--- config.mk ---
export PLATFORM = sky130hd
export DESIGN_NAME = div_unit
export DESIGN_NICKNAME = d
export VERILOG_FILES = /design/src/rtl/div_unit.sv
export SDC_FILE = /design/constraint.sdc
export NUM_CORES = 1
export LEC_CHECK = 0
export BUFFER_PORTS_ARGS = -buffer_cell sky130_fd_sc_hd__buf_4
export CAP_MARGIN = 30
export CORE_UTILIZATION = 60
export CTS_BUF_LIST = sky130_fd_sc_hd__clkbuf_16
export CTS_CLUSTER_SIZE = 24
export DETAILED_ROUTE_END_ITERATION = 8
export GPL_TIMING_DRIVEN = 0
export PLACE_DENSITY = 0.8
export RECOVER_POWER = 25
export SYNTH_ARGS = -nofsm -noshare
export SYNTH_HDL_FRONTEND = slang
export SYNTH_SLANG_ARGS = --single-unit
--- constraint.sdc ---
create_clock -name clk -period 6.1 [get_ports clk]
set_clock_uncertainty 0.15 [all_clocks]
set_input_delay 0.915 -clock clk [delete_from_list [all_inputs] [get_ports clk]]
set_output_delay 0.915 -clock clk [all_outputs]
set_load 0.1 [all_outputs]
--- src/rtl/div_unit.sv ---
// Iterative radix-2 restoring divider for DIV/DIVU in the EX stage.
// Holds the pipeline via stall_req_ex while a division is in flight and
// presents quotient (LO) / remainder (HI) as a level-valid result.
module div_unit #(
  parameter int WIDTH = 32,
  parameter int CNT_W = 6
) (
  input  logic             clk,
  input  logic             rst,
  input  logic             start,
  input  logic             signed_div,
  input  logic [WIDTH-1:0] dividend,
  input  logic [WIDTH-1:0] divisor,
  input  logic             annul,
  output logic [WIDTH-1:0] quotient,
  output logic [WIDTH-1:0] remainder,
  output logic             done,
  output logic             busy,
  output logic             stall_req_ex
);

  typedef enum logic [1:0] {S_IDLE, S_BYZERO, S_RUN, S_DONE} state_t;

  localparam logic [CNT_W-1:0] LAST_STEP = CNT_W'(WIDTH - 1);

  state_t           state_q, state_d;
  logic [CNT_W-1:0] cnt_q, cnt_d;
  logic [WIDTH-1:0] rem_q, rem_d;       // partial remainder
  logic [WIDTH-1:0] dvd_q, dvd_d;       // dividend magnitude, quotient bits shift in at LSB
  logic [WIDTH-1:0] dsr_q, dsr_d;       // divisor magnitude
  logic             neg_quo_q, neg_quo_d;
  logic             neg_rem_q, neg_rem_d;
  logic [WIDTH-1:0] quo_q, quo_d;
  logic [WIDTH-1:0] remo_q, remo_d;
  logic             done_q, done_d;

  // One restoring step: shift in the next dividend bit and trial-subtract.
  logic [WIDTH:0]   shifted, trial;
  logic [WIDTH-1:0] step_rem, step_dvd;

  assign shifted  = {rem_q, dvd_q[WIDTH-1]};
  assign trial    = shifted - {1'b0, dsr_q};
  // shifted < 2*divisor, so on a failed trial it still fits in WIDTH bits
  assign step_rem = trial[WIDTH] ? shifted[WIDTH-1:0] : trial[WIDTH-1:0];
  assign step_dvd = {dvd_q[WIDTH-2:0], ~trial[WIDTH]};

  // Next-state and datapath updates; annul overrides everything at the end.
  always_comb begin
    state_d   = state_q;
    cnt_d     = cnt_q;
    rem_d     = rem_q;
    dvd_d     = dvd_q;
    dsr_d     = dsr_q;
    neg_quo_d = neg_quo_q;
    neg_rem_d = neg_rem_q;
    quo_d     = quo_q;
    remo_d    = remo_q;
    done_d    = done_q;

    case (state_q)
      S_IDLE: begin
        if (start && !annul) begin
          if (divisor == '0) begin
            // keep the raw dividend: it becomes the remainder untouched
            dvd_d   = dividend;
            state_d = S_BYZERO;
          end else begin
            dvd_d     = (signed_div && dividend[WIDTH-1]) ? -dividend : dividend;
            dsr_d     = (signed_div && divisor[WIDTH-1])  ? -divisor  : divisor;
            neg_quo_d = signed_div && (dividend[WIDTH-1] ^ divisor[WIDTH-1]);
            neg_rem_d = signed_div && dividend[WIDTH-1];
            cnt_d     = '0;
            rem_d     = '0;
            state_d   = S_RUN;
          end
        end
      end
      S_BYZERO: begin
        quo_d   = '1;
        remo_d  = dvd_q;
        done_d  = 1'b1;
        state_d = S_DONE;
      end
      S_RUN: begin
        rem_d = step_rem;
        dvd_d = step_dvd;
        cnt_d = cnt_q + 1'b1;
        if (cnt_q == LAST_STEP) begin
          // sign-correct on the way into DONE; -2^(W-1)/-1 wraps naturally
          quo_d   = neg_quo_q ? -step_dvd : step_dvd;
          remo_d  = neg_rem_q ? -step_rem : step_rem;
          done_d  = 1'b1;
          state_d = S_DONE;
        end
      end
      S_DONE: begin
        if (!start) begin
          done_d  = 1'b0;
          state_d = S_IDLE;
        end
      end
      default: state_d = S_IDLE;
    endcase

    if (annul) begin
      state_d = S_IDLE;
      done_d  = 1'b0;
      quo_d   = quo_q;
      remo_d  = remo_q;
    end
  end

  // State and datapath registers, asynchronously cleared.
  always_ff @(posedge clk or posedge rst) begin
    if (rst) begin
      state_q   <= S_IDLE;
      cnt_q     <= '0;
      rem_q     <= '0;
      dvd_q     <= '0;
      dsr_q     <= '0;
      neg_quo_q <= 1'b0;
      neg_rem_q <= 1'b0;
      quo_q     <= '0;
      remo_q    <= '0;
      done_q    <= 1'b0;
    end else begin
      state_q   <= state_d;
      cnt_q     <= cnt_d;
      rem_q     <= rem_d;
      dvd_q     <= dvd_d;
      dsr_q     <= dsr_d;
      neg_quo_q <= neg_quo_d;
      neg_rem_q <= neg_rem_d;
      quo_q     <= quo_d;
      remo_q    <= remo_d;
      done_q    <= done_d;
    end
  end

  assign quotient  = quo_q;
  assign remainder = remo_q;
  assign done      = done_q;
  assign busy      = (state_q == S_BYZERO) || (state_q == S_RUN);

  // Stall request is combinational so reset and annul drop it without a clock.
  assign stall_req_ex = !rst && !annul &&
                        (((state_q == S_IDLE) && start) || busy);

endmodule

==> impl_summary.md <==
Run status
The flow ran to the end, but the final reports show violations. The checks that failed: max-capacitance violations, max-slew violations.

Yosys
The mean area per synthesized cell is 8.07 um^2. Sorting the synthesized cells by how often they occur yields sky130_fd_sc_hd__nand2_1, sky130_fd_sc_hd__o21ai_0, sky130_fd_sc_hd__dfrtp_1. After synthesis, the cell types taking the most area are sky130_fd_sc_hd__dfrtp_1, sky130_fd_sc_hd__o21ai_0, sky130_fd_sc_hd__xor2_1.

Among all cell types in the netlist, the one instantiated most often is sky130_fd_sc_hd__nand2_1. The share of synthesized cell area in full adder, half adder and majority cells is 4.29%. The synthesized design contains 0 enable-type register cells. In the synthesized netlist the async set-or-reset flop fraction comes to 100%. The synthesized design contains 171 register bits. The flip-flop cell with the highest count after synthesis is sky130_fd_sc_hd__dfrtp_1. The area fraction in and, or, nand and nor cells after synthesis is 19.3%.

The fraction of the yosys area taken by sequential cells is 33.7%. The top cell type's share of synthesized area is 33.7%. During synthesis, Yosys emitted a total of 0 warnings.

In the synthesized netlist, the number of instances is 1575. By area, the combinational part of the netlist is dominated by compound AO/OA/AOI/OAI gates. Summing the areas of all compound-gate instances in the mapped netlist gives 24.1% of the synthesized area. When the netlist entered floorplanning its net count stood at 1687. The number of distinct library cell variants in the gate-level netlist after synthesis is 81. The post-synthesis cell type with the largest combined area is sky130_fd_sc_hd__dfrtp_1. After Yosys synthesis, XOR and XNOR cells account for 9.23% of the synthesized area. The multiplexer area fraction after synthesis is 4.54%. Summing every instance area after synthesis gives 12700 um^2.

STA
The final-report hold violation count was 0. The share of the clock period used by the worst path after layout is 98.3%. At the pin with the least slew margin, the transition time is 1960 ps. The routed design could run at a clock period as short as 6000 ps. Based on the critical path, the design can be clocked at up to 167 MHz. The number of max-slew violations in the final report is 41. The headroom to the max-slew limit is -31.1%. The sum of negative setup slack is 0 ps. Setup violations remaining at the end of the flow were counted as 0.

Final layout
The proportion of layout cells with a drive suffix above 1 is 13.7%. The number of antenna cells inserted is 0. In the final design database the tool counted 1849 nets. The footprint of the multi-input gates is 7890 um^2. The count of non-filler cells in the finished layout is 2020. Relative to the synthesized area, the layout overhead comes to 16.7%. Across the whole layout, storage elements account for 4280 um^2. The number of fill cells in the layout is 1647.

Global route
The first global-routing pass estimated 63900 um of wire. Entering global routing, the biggest net connects 132 pins. After global routing the overflow that remains totals 0. The number of global-route vias before repair is 11945.

Global routing used 37.8% of the available tracks across all layers. The number of antenna violations at the first check in global routing is 1.

Floorplanning
Pin placement for this block handled 136 I/O pins. The die is 148 um wide. The starting density of the core is 62.0%. The total die area is 21800 um^2. The placeable core area is 20500 um^2. The number of cell rows is 52.

The overall die height is 148 um.

Place
The number of port buffers is 134. Including well taps, the total number of placed cells is 1981. Once detailed placement completed, the half-perimeter wirelength came to 31100 um. The congestion estimate from routability-driven global placement came to 0.991.

Worst setup path
The critical path starts at rem_q[8]. The kind of capture point of the worst setup path is a flop. The critical path is of the flop to flop type. The critical path launch point type is a flop.

The startpoint identified for the worst register-to-register timing path is rem_q[8]. The required time of the critical path is 6240 ps. At the worst endpoint, the arrival time is 6140 ps.

Of all nets on the critical path, the largest fanout is 10.

Clock network
The clock buffer count from CTS is 17. For this design, the sink count on the clock tree is 171. The clock transition at the registers of the reported paths is 80 ps. The H-tree was split into 4 levels.

TritonCTS built the clock tree. The clock insertion delay at the later pin of the skew report is 450 ps. The cell sitting at the root of the clock tree is a sky130_fd_sc_hd__clkbuf_16. The number of buffers inserted by hold repair at cts is 0.

The maximum clock path buffer count is 2.

Power
The power per standard cell area is 533 nW/um^2. The worst-case vdd ir drop is 0.000577 V. The leakage power is 6.28 nW.

Job
The count of maximum capacitance violations is 1.

Route
The DRC violation count after routing is 0. The number of nets with antenna violations after detailed routing is 0. The number of vias after detailed routing is 12771. For this block, the initial DRC count from the detailed router was 1277.

For this block, the routed nets add up to 40800 um of wire. After detailed routing, the number of vias per cell comes to 6.32. Dividing the detail-routed wire length by the instance count gives 20.2 um.

The pre-antenna-repair detailed-routing pass consisted of 7 iterations.

Min path
The type of the tightest min-delay check is flop to flop. The startpoint of the lowest-slack hold path is dsr_q[27].
-- final cells by class --
cell class,instances,area share (%)
Multi-Input combinational cell,1251,53.2
Timing Repair Buffer,144,7.38
Tap cell,270,2.28
Clock inverter,15,1.15
Clock buffer,17,2.87
Inverter,64,1.66
Sequential cell,171,28.9
Buffer,88,2.65
-- critical path, stage by stage, from the launching register on --
cell                        delay, ps
sky130_fd_sc_hd__dfrtp_2          450
sky130_fd_sc_hd__ha_1             290
sky130_fd_sc_hd__buf_2            190
sky130_fd_sc_hd__nand4_1          200
sky130_fd_sc_hd__a2111oi_4        450
sky130_fd_sc_hd__o21ai_4          150
sky130_fd_sc_hd__a2111oi_4        550
sky130_fd_sc_hd__o21a_2           250
sky130_fd_sc_hd__nor2_4            60
sky130_fd_sc_hd__inv_4            180
sky130_fd_sc_hd__buf_4            260
sky130_fd_sc_hd__mux2i_2          330
sky130_fd_sc_hd__ha_2             250
sky130_fd_sc_hd__inv_1             50
sky130_fd_sc_hd__or4b_2           720
sky130_fd_sc_hd__nor3_4           180
sky130_fd_sc_hd__mux2i_4          150
sky130_fd_sc_hd__o31ai_4          410
sky130_fd_sc_hd__o21ai_1          160
sky130_fd_sc_hd__mux2i_1          250
sky130_fd_sc_hd__o311ai_1         150
-- power by group --
group          switching (W)  internal (W)
Clock               0.000566      0.000553
Combinational        0.00356       0.00137
Sequential          0.000332       0.00154
-- worst paths after layout --
check / end / slack, ps / cells past startpoint
setup / recovery: remainder[26] / 100 / 20
hold / removal: dsr_q[27] / 330 / 2
setup reg to reg: remainder[26] / 100 / 20
hold reg to reg: dsr_q[27] / 330 / 2
max in group asynchronous: rem_q[8] / 3670 / 3
min in group asynchronous: rem_q[2] / 810 / 2
-- logic make-up after synthesis --
family                   count (synthesis)
buffers and inverters                  153
AND/OR/NAND/NOR                        527
adder cells (fa/ha/maj)                 43
AO/OA/AOI/OAI                          490
XOR/XNOR                               134
multiplexers                            57
flip-flops                             171
-- cell usage in the layout (no fill, tap or decap), drive strengths merged, types with 55 or more instances in the layout --
master and n:
a21oi 130, inv 71, xor2 91, buf 169, nor2 131, o21ai 205, mux2i 55, dfrtp 171
nand2 211, clkbuf 80
-- metal layers --
metal,share of wire (%),vias to the layer above,track usage [%]
met5,0.029,-,0
met1,43,6143,52.8
met4,2.6,2,12.6
li1,-,5940,-
met2,45,596,58.7
met3,8.9,90,7.62
-- timing repair --
item,4_1_cts,5_1_grt
endpoints found under the setup margin,12,12
pin swaps,2,10
gates cloned,0,0
gates resized for setup,8,15
buffers inserted,1,7
-- sequential cells by signal, summed over array words and instances, names as in the netlist --
name,cells
dsr_q,32
dvd_q,32
quotient,32
rem_q,32
remainder,32
cnt_q,6
state_q,2
done,1
neg_quo_q,1
neg_rem_q,1
-- through the flow --
step	total power (W)	hold slack, ps	worst slack [ps]	util [%]	area, um^2
3_3_place_gp	0.00654	312	-1610	68.6	14100
4_1_cts	0.00777	301	9.92	71.9	14700
6_report	0.00791	334	104	72.4	14800
3_5_place_dp	0.00663	324	-599	68.8	14100
5_1_grt	0.00833	360	-74.7	72.4	14800
2_1_floorplan	0.00540	300	403	-	12700
No activity file was read; power rests on OpenSTA's default activity.
